<file path="src/rtl/mmio_bus_ctrl.sv">
// ============================================================================
//  Module      : mmio_bus_ctrl
//  Description : Memory-mapped bus controller: RAM / LED / switch / timer decode
//                with a registered read path for single-cycle read latency.
//  Revision    : 1.0  initial release
// ============================================================================
`default_nettype none

module mmio_bus_ctrl #(
    parameter int PRESCALE = 50000,
    parameter int LED_W    = 10,
    parameter int SW_W     = 10
) (
    input  logic              Clock,
    input  logic              Resetn,
    input  logic [15:0]       ADDR,
    input  logic [15:0]       DOUT,
    input  logic              W,
    output logic [15:0]       DIN,
    input  logic [15:0]       mem_q,
    output logic              mem_wren,
    input  logic [SW_W-1:0]   SW,
    output logic [LED_W-1:0]  LEDR,
    output logic              timer_irq
);

    localparam logic [3:0]  PAGE_RAM   = 4'h0;
    localparam logic [3:0]  PAGE_LED   = 4'h1;
    localparam logic [3:0]  PAGE_SW    = 4'h3;
    localparam logic [3:0]  PAGE_TMR   = 4'h4;

    localparam logic [1:0]  TMR_LOAD   = 2'd0;
    localparam logic [1:0]  TMR_CTRL   = 2'd1;
    localparam logic [1:0]  TMR_COUNT  = 2'd2;
    localparam logic [1:0]  TMR_STATUS = 2'd3;

    localparam logic [15:0] PRESCALE_MAX = 16'(PRESCALE - 1);

    logic [3:0]        page;
    logic              sel_ram;
    logic              sel_led;
    logic              sel_tmr;
    logic              wr_led;
    logic              wr_load;
    logic              wr_ctrl;
    logic              wr_status;

    logic [LED_W-1:0]  led_reg;
    logic [SW_W-1:0]   sw_meta;
    logic [SW_W-1:0]   sw_sync;

    logic [15:0]       load_reg;
    logic [15:0]       count;
    logic [15:0]       presc;
    logic              en;
    logic              auto_rl;
    logic              expired;
    logic              tick;
    logic              expire;

    logic [3:0]        rd_sel;
    logic [15:0]       periph_q;
    logic [15:0]       periph_next;
    logic              unused_bits;

    // ------------------------------------------------------------------
    // Address decode and write strobes
    // ------------------------------------------------------------------
    assign page      = ADDR[15:12];
    assign sel_ram   = (page == PAGE_RAM);
    assign sel_led   = (page == PAGE_LED);
    assign sel_tmr   = (page == PAGE_TMR);

    assign mem_wren  = W & sel_ram;
    assign wr_led    = W & sel_led;
    assign wr_load   = W & sel_tmr & (ADDR[1:0] == TMR_LOAD);
    assign wr_ctrl   = W & sel_tmr & (ADDR[1:0] == TMR_CTRL);
    assign wr_status = W & sel_tmr & (ADDR[1:0] == TMR_STATUS);

    assign unused_bits = ^ADDR[11:2];

    // ------------------------------------------------------------------
    // LED register
    // ------------------------------------------------------------------
    always_ff @(posedge Clock or negedge Resetn) begin
        if (!Resetn) begin
            led_reg <= '0;
        end else if (wr_led) begin
            led_reg <= DOUT[LED_W-1:0];
        end
    end

    assign LEDR = led_reg;

    // ------------------------------------------------------------------
    // Switch synchronizer
    // ------------------------------------------------------------------
    always_ff @(posedge Clock or negedge Resetn) begin
        if (!Resetn) begin
            sw_meta <= '0;
            sw_sync <= '0;
        end else begin
            sw_meta <= SW;
            sw_sync <= sw_meta;
        end
    end

    // ------------------------------------------------------------------
    // Timer: prescaler, down-counter, control and status
    // ------------------------------------------------------------------
    assign tick   = en && (presc == PRESCALE_MAX);
    // A LOAD write on the tick edge takes priority, so it also suppresses expiry.
    assign expire = tick && (count == 16'd1) && !wr_load;

    always_ff @(posedge Clock or negedge Resetn) begin
        if (!Resetn) begin
            presc <= '0;
        end else if (wr_load || (wr_ctrl && !DOUT[0]) || !en || tick) begin
            presc <= '0;
        end else begin
            presc <= presc + 16'd1;
        end
    end

    always_ff @(posedge Clock or negedge Resetn) begin
        if (!Resetn) begin
            load_reg <= '0;
            count    <= '0;
        end else if (wr_load) begin
            load_reg <= DOUT;
            count    <= DOUT;
        end else if (tick) begin
            if (count > 16'd1) begin
                count <= count - 16'd1;
            end else if (count == 16'd1) begin
                count <= auto_rl ? load_reg : 16'd0;
            end
        end
    end

    // A CTRL write on the same edge as a one-shot expiry overrides the auto-clear.
    always_ff @(posedge Clock or negedge Resetn) begin
        if (!Resetn) begin
            en      <= 1'b0;
            auto_rl <= 1'b0;
        end else if (wr_ctrl) begin
            en      <= DOUT[0];
            auto_rl <= DOUT[1];
        end else if (expire && !auto_rl) begin
            en      <= 1'b0;
        end
    end

    always_ff @(posedge Clock or negedge Resetn) begin
        if (!Resetn) begin
            expired <= 1'b0;
        end else if (expire) begin
            expired <= 1'b1;
        end else if (wr_status && DOUT[0]) begin
            expired <= 1'b0;
        end
    end

    assign timer_irq = expired;

    // ------------------------------------------------------------------
    // Registered read path
    // ------------------------------------------------------------------
    always_comb begin
        periph_next = 16'h0000;
        case (page)
            PAGE_LED: periph_next = 16'(led_reg);
            PAGE_SW:  periph_next = 16'(sw_sync);
            PAGE_TMR: begin
                case (ADDR[1:0])
                    TMR_LOAD:   periph_next = load_reg;
                    TMR_CTRL:   periph_next = {14'd0, auto_rl, en};
                    TMR_COUNT:  periph_next = count;
                    TMR_STATUS: periph_next = {15'd0, expired};
                    default:    periph_next = 16'h0000;
                endcase
            end
            default:  periph_next = 16'h0000;
        endcase
    end

    always_ff @(posedge Clock or negedge Resetn) begin
        if (!Resetn) begin
            rd_sel   <= '0;
            periph_q <= '0;
        end else begin
            rd_sel   <= page;
            periph_q <= periph_next;
        end
    end

    // RAM data already carries its one-cycle latency from the external memory.
    assign DIN = (rd_sel == PAGE_RAM) ? mem_q : periph_q;

endmodule

`default_nettype wire

</file>
<file path="config.mk">
export PLATFORM = sky130hd
export DESIGN_NAME = mmio_bus_ctrl
export DESIGN_NICKNAME = d
export VERILOG_FILES = /design/src/rtl/mmio_bus_ctrl.sv
export SDC_FILE = /design/constraint.sdc
export NUM_CORES = 1
export LEC_CHECK = 0
export BUFFER_PORTS_ARGS = -buffer_cell sky130_fd_sc_hd__buf_2
export CORE_ASPECT_RATIO = 0.9
export CORE_MARGIN = 8
export CORE_UTILIZATION = 45
export DETAILED_ROUTE_END_ITERATION = 6
export PLACE_DENSITY_LB_ADDON = 0.12
export RECOVER_POWER = 50
export SLEW_MARGIN = 5
export SYNTH_ARGS = -nofsm -noshare
export SYNTH_HDL_FRONTEND = slang
export SYNTH_SLANG_ARGS = --single-unit
export TNS_END_PERCENT = 20
</file>
<file path="constraint.sdc">
create_clock -name Clock -period 2.1 [get_ports Clock]
set_input_delay 0.42 -clock Clock [delete_from_list [all_inputs] [get_ports Clock]]
set_output_delay 0.42 -clock Clock [all_outputs]
set_load 0.005 [all_outputs]
</file>
==> results.txt <==
By count the netlist is led by sky130_fd_sc_hd__dfrtp_1 (101), sky130_fd_sc_hd__nand2_1 (72), sky130_fd_sc_hd__nor2_1 (58), sky130_fd_sc_hd__mux2_2 (27), sky130_fd_sc_hd__o21ai_0 (19). The number of optimization iterations in the first detailed-route pass came out at 5. Summing all flip-flop and latch instances after layout gives 2530 sq um.

The launch instance of the worst min-delay path is SW[3]. The highest clock rate is 454 MHz. The share of post-route cells with drive strength above 1 is 37.1%. STA classifies the critical path endpoint as an output port. The dominant synthesized flop cell is sky130_fd_sc_hd__dfrtp_1. The area occupied by multi-input gates came out at 2310 sq um. The via count of the first global-routing pass is 4111. The top-area cell type share of the netlist area came out at 52.6%. The post-synthesis sequential element count came out at 101. Compared with the post-synthesis result, the final layout area differs by 33.8%. The number of buffers inserted during clock tree synthesis came out at 9. In the post-synthesis netlist, the biggest area contributors are sky130_fd_sc_hd__dfrtp_1 (53%), sky130_fd_sc_hd__mux2_2 (6.3%), sky130_fd_sc_hd__nand2_1 (5.6%), sky130_fd_sc_hd__nor2_1 (4.5%), sky130_fd_sc_hd__mux2i_1 (3.5%). The cell-internal power came out at 0.00359 W. The signal on the critical path passes through nor4_4, buf_6, clkbuf_16, mux2_4, buf_6.

The final setup slack of the worst path is -0.101 ns. The routability congestion estimate from global placement came out at 0.881. The flow ran to the end, but the final reports show violations.

The global-route congestion overflow total came out at 0. The arrival time of the worst setup path is 1.78 ns. The mean cell area of the mapped netlist came out at 10.6 sq um.

Of the total power, the clock network draws 35.8%. The worst min-delay path endpoint is sw_meta[3]$_DFF_PN0_. The net switching fraction of the power is 26.2%. The initial antenna violation count was 0.

The number of hold buffers added after CTS was 0. The number of setup violations in the final report is 16. The library cell occupying the most area in the post-synthesis netlist is sky130_fd_sc_hd__dfrtp_1. The total of buffers placed on input and output ports came out at 78.

The starting density of the core came out at 46.5%. For this design the total switching power over the nets is 0.00128 W. The analysis attributes to cell leakage a power of 2.99 nW. The global-route wire length before repair is 20300 um. The count of H-tree levels built during CTS came out at 3. The total length of routed wires is 12500 um. In the routed layout, each cell is associated on average with a via count of 5.38.

The largest stage delay on the critical path is 0.39 ns. After technology mapping, the gate count stands at 454. The largest fanout of any net on the critical path came out at 7.

The library cell used as clock root buffer is sky130_fd_sc_hd__clkbuf_16. The logic gate share of total power is 18.0%. The die is 114 um tall.

The number of distinct library cells after synthesis is 62. For this run, the total global-route usage over all layers was measured as 17.7%. The data required time at the worst endpoint is 1.68 ns. The slack of the worst reg-to-reg path came out at 0.09 ns.

In this run the critical register-to-register path is launched from count[7]$_DFFE_PN0P_. The maximum clock insertion buffer count is 2. Counting the fill cells in the layout gives 881.

The maximum clock skew at final layout came out at 0.00423 ns. The sequential-to-total area share from yosys stat is 52.6%. The sort of element at the start of the critical path is a flip-flop.

The final reports fail on negative setup slack. The detailed placement HPWL is 8810 um. Setup repair after global routing could not meet its margin everywhere. The number of nets at the end of the flow is 662.

Detailed routing inserted a total of 3940 vias. The maximum VDD drop came out at 385 uV. Sequential cells account for 46.2% of the total power. Clock-pin slew was measured on the worst setup and hold paths at 0.06 ns. The slew at the pin closest to its max-slew limit is 0.932 ns. The total standard cell area after synthesis came out at 4800 sq um. After floorplanning, the core was sized to cover 10300 sq um. The max-cap check violation count is 0. TritonCTS built the clock tree.

The cell area power density is 757 nW/um^2. The final number of max-transition violations is 0. For the worst-skew pair, the clock arrives at the later sink with an insertion delay of 0.34 ns. The depth of the worst register-to-register path is 8.

The worst setup path is of the reg2out kind. The total negative slack is -1.35 ns. The pin count of the biggest net entering global routing came out at 43.

The worst-path cell with the longest stage delay is sky130_fd_sc_hd__dfrtp_1. Subtracting the final worst setup slack from the clock period gives 2.20 ns. Dividing the detail-routed wire length by the instance count gives 17.1 um. The class of the worst hold path is in2reg.

The max-slew headroom at the worst pin came out at 37.9%. The ratio of final minimum period to clock period is 105%. Counting instances, the worst hold path has a depth of 1.

For this run, design rule violations remaining after detail routing come to 0. Yosys instantiated no cell more often than sky130_fd_sc_hd__dfrtp_1. The endpoint identified for the worst register-to-register timing path is count[11]$_DFFE_PN0P_. The number of hold violations in the final report is 0. Yosys printed 0 warnings.

The site row count came out at 35. The die footprint came out at 14200 sq um. The final worst hold slack came out at 0.178 ns.

The starting DRC count in detailed routing came out at 221. The post-route antenna net violation count is 0. The most numerous cell type found on the critical path is sky130_fd_sc_hd__buf_6.

The die width is 125 um. The share of synthesized registers carrying an async set or reset is 100%. The repair_antennas step left the layout with diodes totalling 0. The total nets after synthesis is 518. The count of flip-flops with a built-in enable after synthesis came out at 0.

Pin placement for this block handled 89 I/O pins. The clock sink total is 101.
-- power groups by stage --
| stage | clock [W] | sequential [W] | combinational (W) |
|---|---|---|---|
| after global placement | 0 | 0.00226 | 0.000776 |
| after global routing | 0.00185 | 0.00227 | 0.000969 |
| after CTS | 0.00180 | 0.00223 | 0.000817 |
| after detailed placement | 0 | 0.00227 | 0.000796 |
| after floorplan | 0 | 0.00225 | 0.000396 |
| final | 0.00174 | 0.00225 | 0.000877 |
-- how the worst max path moves through the flow --
stage	slack (ns)	end	startpoint	depth (start not counted)
4_1_cts	-0.10	DIN[6]	rd_sel[2]$_DFF_PN0_	4
3_5_place_dp	-0.18	count[12]$_DFFE_PN0P_	ADDR[13]	8
2_1_floorplan	0.02	count[10]$_DFFE_PN0P_	ADDR[13]	8
5_1_grt	-0.17	DIN[9]	rd_sel[1]$_DFF_PN0_	5
3_3_place_gp	-0.16	count[2]$_DFFE_PN0P_	ADDR[13]	7
6_report	-0.10	DIN[9]	rd_sel[1]$_DFF_PN0_	5
-- metrics by stage --
step / setup WS (ns) / utilization (%) / total power [W] / cell area [sq um] / instances
detailed placement: -0.175 / 56.3 / 0.00307 / 5820 / 709
global placement: -0.162 / 56.3 / 0.00304 / 5820 / 709
finish: -0.101 / 62.2 / 0.00487 / 6430 / 732
global route: -0.167 / 62.2 / 0.00508 / 6430 / 732
floorplan: 0.0235 / - / 0.00265 / 4810 / 454
CTS: -0.103 / 59.7 / 0.00485 / 6170 / 726
-- critical path: cells and delay by family (launching register included) --
| family | cells | cell delay [ns] |
|---|---|---|
| simple gates | 1 | 0.28 |
| mux | 1 | 0.31 |
| buf+inv | 3 | 0.46 |
| flops | 1 | 0.39 |
-- area by class of cell --
type | instances | area share [%]
multi-input cells | 327 | 36.0
inverters | 8 | 0.467
repair buffers | 151 | 16.8
clock buffers | 9 | 3.50
well taps | 129 | 2.51
clock inverters | 7 | 1.38
flip-flops and latches | 101 | 39.3
-- metal layers --
| metal | wire length, um | up-vias | GRT usage, % | share of wire, % |
|---|---|---|---|---|
| li1 | - | 1904 | - | - |
| met1 | 5730 | 1939 | 22.4 | 46 |
| met2 | 5990 | 83 | 29.2 | 48 |
| met3 | 570 | 14 | 4.38 | 4.6 |
| met4 | 225 | 0 | 6.00 | 1.8 |
| met5 | 0 | - | 0 | 0 |
-- kinds of logic after synthesis --
logic type,synth area share [%]
simple gates,20.4
flops,52.6
compound gates,10.6
mux,10.3
buf+inv,2.63
xor+xnor,2.55
fa+ha+maj,0.782
-- placed cells by master (no fill, tap or decap), types with 11 or more instances in the layout --
cell | Yosys | layout
sky130_fd_sc_hd__dfrtp_1 | 101 | 100
sky130_fd_sc_hd__nand2_1 | 72 | 71
sky130_fd_sc_hd__buf_2 | 5 | 62
sky130_fd_sc_hd__buf_4 | 2 | 59
sky130_fd_sc_hd__nor2_1 | 58 | 57
sky130_fd_sc_hd__buf_6 | 2 | 21
sky130_fd_sc_hd__mux2i_1 | 17 | 17
sky130_fd_sc_hd__mux2_4 | 0 | 16
sky130_fd_sc_hd__nand3_1 | 15 | 15
sky130_fd_sc_hd__o21ai_0 | 19 | 13
sky130_fd_sc_hd__o21ai_1 | 6 | 11
sky130_fd_sc_hd__mux2_2 | 27 | 11
-- repair_timing --
action,in CTS,in global routing
pin swaps,2,8
resized for setup,8,55
endpoints found under the hold margin,0,0
cloned,0,1
endpoints found under the setup margin,23,32
buffers inserted,1,5
Note: power is estimated with default switching activity, not from simulation.
